### config.mk
export PLATFORM = sky130hd
export DESIGN_NAME = bootrom_loader
export DESIGN_NICKNAME = d
export VERILOG_FILES = /design/src/rtl/bootrom_loader.sv
export SDC_FILE = /design/constraint.sdc
export NUM_CORES = 1
export LEC_CHECK = 0
export CORE_UTILIZATION = 53
export DETAILED_ROUTE_END_ITERATION = 8
export HOLD_SLACK_MARGIN = 0.03
export PLACE_DENSITY = 0.88
export SYNTH_ARGS = -nofsm -noshare
export SYNTH_HDL_FRONTEND = slang
export SYNTH_SLANG_ARGS = --single-unit
### constraint.sdc
create_clock -name clk -period 2.8 [get_ports clk]
set_input_delay 0.28 -clock clk [delete_from_list [all_inputs] [get_ports clk]]
set_output_delay 0.28 -clock clk [all_outputs]
set_load 0.1 [all_outputs]
### src/rtl/bootrom_loader.sv
// Boot image loader: parses framed bytes from a host byte stream and issues 16-bit RAM writes.
// Frames are guarded by an 8-bit wrapping checksum and an inter-byte timeout; cpu_hold is released on the first good frame.
module bootrom_loader #(
  parameter int          ADDR      = 13,
  parameter logic [7:0]  SYNC_BYTE = 8'hA5,
  parameter int          TIMEOUT   = 65535
) (
  input  logic            clk,
  input  logic            reset_n,
  input  logic            s_valid,
  output logic            s_ready,
  input  logic [7:0]      s_data,
  output logic            mem_we,
  output logic [ADDR-1:0] mem_addr,
  output logic [15:0]     mem_write,
  output logic            busy,
  output logic            done,
  output logic            error,
  output logic            cpu_hold
);

  localparam int TW = $clog2(TIMEOUT + 1);

  typedef enum logic [3:0] {
    S_IDLE, S_ALO, S_AHI, S_CLO, S_CHI, S_DLO, S_DHI, S_CHK, S_ERR
  } state_t;

  state_t          r_state;
  state_t          w_next;
  logic [ADDR-1:0] r_base;
  logic [15:0]     r_cnt;
  logic [15:0]     r_idx;
  logic [7:0]      r_dlo;
  logic [7:0]      r_sum;
  logic [TW-1:0]   r_tcnt;
  logic            r_we;
  logic [ADDR-1:0] r_maddr;
  logic [15:0]     r_mwrite;
  logic            r_done;
  logic            r_error;
  logic            r_hold;

  logic            w_xfer;
  logic [7:0]      w_sum_nxt;
  logic [15:0]     w_idx_nxt;
  logic [15:0]     w_cnt_nxt;
  logic [ADDR-1:0] w_waddr;
  logic            w_in_frame;
  logic            w_tmo;

  assign w_xfer     = s_valid & s_ready;
  assign w_sum_nxt  = r_sum + s_data;
  assign w_idx_nxt  = r_idx + 16'd1;
  assign w_cnt_nxt  = {s_data, r_cnt[7:0]};
  assign w_waddr    = r_base + r_idx[ADDR-1:0];
  assign w_in_frame = (r_state != S_IDLE) && (r_state != S_ERR);
  // A transfer in the threshold cycle wins over the timeout.
  assign w_tmo      = w_in_frame && !w_xfer && (r_tcnt == TW'(TIMEOUT - 1));

  always_ff @(posedge clk or negedge reset_n) begin
    if (!reset_n) r_state <= S_IDLE;
    else          r_state <= w_next;
  end

  always_comb begin
    w_next = r_state;
    if (w_tmo) begin
      w_next = S_ERR;
    end else begin
      case (r_state)
        S_IDLE: if (w_xfer && s_data == SYNC_BYTE) w_next = S_ALO;
        S_ALO:  if (w_xfer) w_next = S_AHI;
        S_AHI:  if (w_xfer) w_next = S_CLO;
        S_CLO:  if (w_xfer) w_next = S_CHI;
        S_CHI:  if (w_xfer) w_next = (w_cnt_nxt == 16'd0) ? S_CHK : S_DLO;
        S_DLO:  if (w_xfer) w_next = S_DHI;
        S_DHI:  if (w_xfer) w_next = (w_idx_nxt == r_cnt) ? S_CHK : S_DLO;
        S_CHK:  if (w_xfer) w_next = (w_sum_nxt == 8'd0) ? S_IDLE : S_ERR;
        S_ERR:  w_next = S_IDLE;
        default: w_next = S_IDLE;
      endcase
    end
  end

  always_comb begin
    s_ready = (r_state != S_ERR);
    busy    = (r_state != S_IDLE);
  end

  always_ff @(posedge clk or negedge reset_n) begin
    if (!reset_n) begin
      r_tcnt <= '0;
    end else if (!w_in_frame || w_xfer) begin
      r_tcnt <= '0;
    end else begin
      r_tcnt <= r_tcnt + TW'(1);
    end
  end

  always_ff @(posedge clk or negedge reset_n) begin
    if (!reset_n) begin
      r_base   <= '0;
      r_cnt    <= '0;
      r_idx    <= '0;
      r_dlo    <= '0;
      r_sum    <= '0;
      r_we     <= 1'b0;
      r_maddr  <= '0;
      r_mwrite <= '0;
      r_done   <= 1'b0;
      r_error  <= 1'b0;
      r_hold   <= 1'b1;
    end else begin
      r_we   <= 1'b0;
      r_done <= 1'b0;
      if (r_state == S_ERR) r_error <= 1'b1;
      if (w_xfer && r_state != S_IDLE) r_sum <= w_sum_nxt;
      if (w_xfer && !w_tmo) begin
        case (r_state)
          S_IDLE: if (s_data == SYNC_BYTE) begin
            r_error <= 1'b0;
            r_hold  <= 1'b1;
            r_sum   <= 8'd0;
            r_idx   <= 16'd0;
          end
          S_ALO: r_base[7:0] <= s_data;
          S_AHI: r_base[ADDR-1:8] <= s_data[ADDR-9:0];
          S_CLO: r_cnt[7:0] <= s_data;
          S_CHI: begin
            r_cnt[15:8] <= s_data;
            r_idx       <= 16'd0;
          end
          S_DLO: r_dlo <= s_data;
          // The strobe lands one cycle after the high byte; address and data then hold.
          S_DHI: begin
            r_we     <= 1'b1;
            r_maddr  <= w_waddr;
            r_mwrite <= {s_data, r_dlo};
            r_idx    <= w_idx_nxt;
          end
          S_CHK: if (w_sum_nxt == 8'd0) begin
            r_done <= 1'b1;
            r_hold <= 1'b0;
          end
          default: ;
        endcase
      end
    end
  end

  assign mem_we    = r_we;
  assign mem_addr  = r_maddr;
  assign mem_write = r_mwrite;
  assign done      = r_done;
  assign error     = r_error;
  assign cpu_hold  = r_hold;

endmodule
==> reports/results.ini <==
[synthesis]
ys_types = 54
syn_avg_cell_area_sq_um = 9.74
synth-edff-count = 0
synthArstFlopShare_pct = 100
syn-instance-count = 627
yosysWarnings = 0
ys_top_cells_by_count = dfrtp_1, nand2_1, nor2_1
syn_area_sq_um = 6100
synth-main-ff-cell = dfrtp_1
synth-seq-cells = 114
synth_nets = 662
synth_top_area_share_pct = 46.3
yosysSeqAreaShare_pct = 46.8
synth_top_cell_by_area = dfrtp_1
synthTopCellsByArea = dfrtp_1, nand2_1, mux2_2
yosysMostFrequentCell = dfrtp_1

[routing]
wl_met2_microns = 7700
final_antenna_net_count = 0
drt-wirelength-per-cell_microns = 18.1
drc = 0
routed_wl_microns = 15600
first_pass_iters = 5
num_vias = 5161
route.met3.wl_microns = 1050
drt-met1-wl_microns = 6390
viasPerCell = 6.01
highest_layer = met4
initialDrtViolationCount = 489

[worst_setup_path]
regToRegEndpoint = cpu_hold
slowest_delay_ps = 560
crit_arrival_ps = 3030
path_buf_inv = 0
worstSetupEndpointType = flop
r2r-start = r_sum[0]
start_kind = flop
path_class = reg2reg
slowest_stage = or4_4
cp_top_family = compound AO/OA/AOI/OAI gates
worstPathRequired_ps = 3140
reg2reg_depth = 9
crit_chain = ha_1 > fa_2 > a211oi_1 > nor2_1 > a21o_1 > a21oi_1 > xnor2_1 > or4_4 > o32a_1
critPathMaxFanout = 3
rrSetupSlack_ps = 110
crit_path_end = cpu_hold
critPathLaunch = r_sum[0]
cp.depth = 9

[die]
num_rows = 38
die_width_microns = 109
pin_count = 46
die_h_microns = 109
core_area_sq_um = 11000
die-area_sq_um = 12000
start_util_pct = 55.3

[clocking]
htree_levels = 4
clockBufferDepth = 2
clk_pin_slew_ps = 60
clock_latency_ps = 410
clock_sinks = 114
cts_tree = done
cts_made_buffers = 17
post_cts_buffers = 0
cts-root-buf = clkbuf_16

[grt]
grt_usage_pct = 28.4
antenna_found_initial = 0
grt_pass1_wl_microns = 25600
gr-total-overflow = 0
grt_start_max_net_pins = 58
grt_pass1_vias = 5152

[timing]
hold_violations = 0
rsz0062_at_grt = false
fin_crit_ps = 2690
fmax_ghz = 0.372
hold-worst-slack_ps = 388
tns_ps = 0
relSlewSlack_pct = 54.0
fin_skew_ps = 7.35
tightest_slew_ps = 684
fin_crit_sh_pct = 96.1
slew_viol_final = 0
setup_viol = 0

[pwr]
p_int_mw = 5.01
finalPower_mw = 8.77
p_switching_mw = 3.76
p_leak_nw = 3.43
p_clk_share_pct = 25.6
peakVddDrop_v = 0.00113
netSwitchingFraction_pct = 42.9
seq_power_share_pct = 29.9
p_comb_share_pct = 44.5
power.density_nw_per_um2 = 1170

[finish]
drive_above_1_share_pct = 22.0
post-route-util_pct = 67.9
nets = 741
diodes = 0
areaGrowthSynthToFinish_pct = 22.7

[place]
dpl.hpwl_microns = 10500
portBuffers = 45
gp_congestion = 0.956

[status]
status = finished, final reports clean

[min_path]
hp-class = in2async

[job]
cap_violations = 0

## cell type report
type                    instances  area [sq um]
flip-flops and latches        114          2850
inverters                      12          45.0
clock buffers                  23           488
well taps                     140           175
repair buffers                 85           688
clock inverters                 9           128
fillers                       813          3540
multi-input cells             476          3110
## worst min-delay path by stage
stage          startpoint       endpoint  slack [ps]  cells after the start
6_report          reset_n       r_sum[2]         390                      2
5_1_grt           reset_n  mem_write[12]         430                      2
3_3_place_gp      reset_n       r_sum[2]         280                      1
2_1_floorplan     reset_n           done         -20                      0
4_1_cts           reset_n  mem_write[11]         400                      2
3_5_place_dp      reset_n       r_sum[4]         290                      1
## cells by family after synthesis
family          after synthesis  share of synthesized area (%)
fa+ha+maj                    24                           5.16
buf+inv                      37                           2.40
mux                          39                           7.69
flops                       114                           46.8
compound gates              130                           13.1
simple gates                239                           18.4
xor+xnor                     44                           6.44
## stage by stage
stage          worst slack (ps)  area, sq um  cells
2_1_floorplan               194         6100    627
3_3_place_gp               -285         6860    826
3_5_place_dp               -299         6860    826
4_1_cts                    57.9         7490    859
5_1_grt                    31.3         7490    859
6_report                    110         7490    859
## registers in the layout, summed over array words and instances, names as in the netlist
signal     cells
cpu_hold       1
done           1
error          1
mem_addr      13
mem_we         1
mem_write     16
r_base        13
r_cnt         16
r_dlo          8
r_idx         16
r_state        4
r_sum          8
r_tcnt        16
## cell usage in the layout, fill, tap and decap left out, types with 8 or more instances in the layout
master	count
ha_1	22
clkbuf_16	17
a21o_1	9
nor3_1	17
mux2_4	8
nor2_1	42
mux2_2	31
a21oi_1	35
nand2_1	107
clkdlybuf4s50_1	9
nand3_1	14
xor2_1	18
xnor2_1	25
buf_4	73
o31ai_1	14
inv_1	12
o21ai_0	40
dfrtp_1	113
nand4_1	9
## power groups by stage
stage	sequential, mW	clock [mW]	combinational, mW
floorplan	3.77	0	1.74
global placement	2.58	0	3.75
detailed placement	2.63	0	3.86
CTS	2.62	2.25	3.89
global route	2.69	2.33	4.18
finish	2.62	2.24	3.90
## worst reg2reg max path, cell delays in order (launching register included)
cell	delay [ps]
dfrtp_1	380
ha_1	220
fa_2	360
a211oi_1	210
nor2_1	100
a21o_1	180
a21oi_1	170
xnor2_1	110
or4_4	560
o32a_1	340
## metal layers
metal	vias up	GRT usage (%)
met5	-	0
met3	41	4.39
met1	2503	36.2
met4	0	14.2
li1	2373	-
met2	244	47.0
## repair_timing
| item | 4_1_cts | 5_1_grt |
|---|---|---|
| hold buffers | 1 | 0 |
| resized for setup | 0 | 1 |
| setup endpoints to repair | 0 | 1 |
| hold endpoints to repair | 37 | 0 |
No activity file was read; power rests on OpenSTA's default activity.
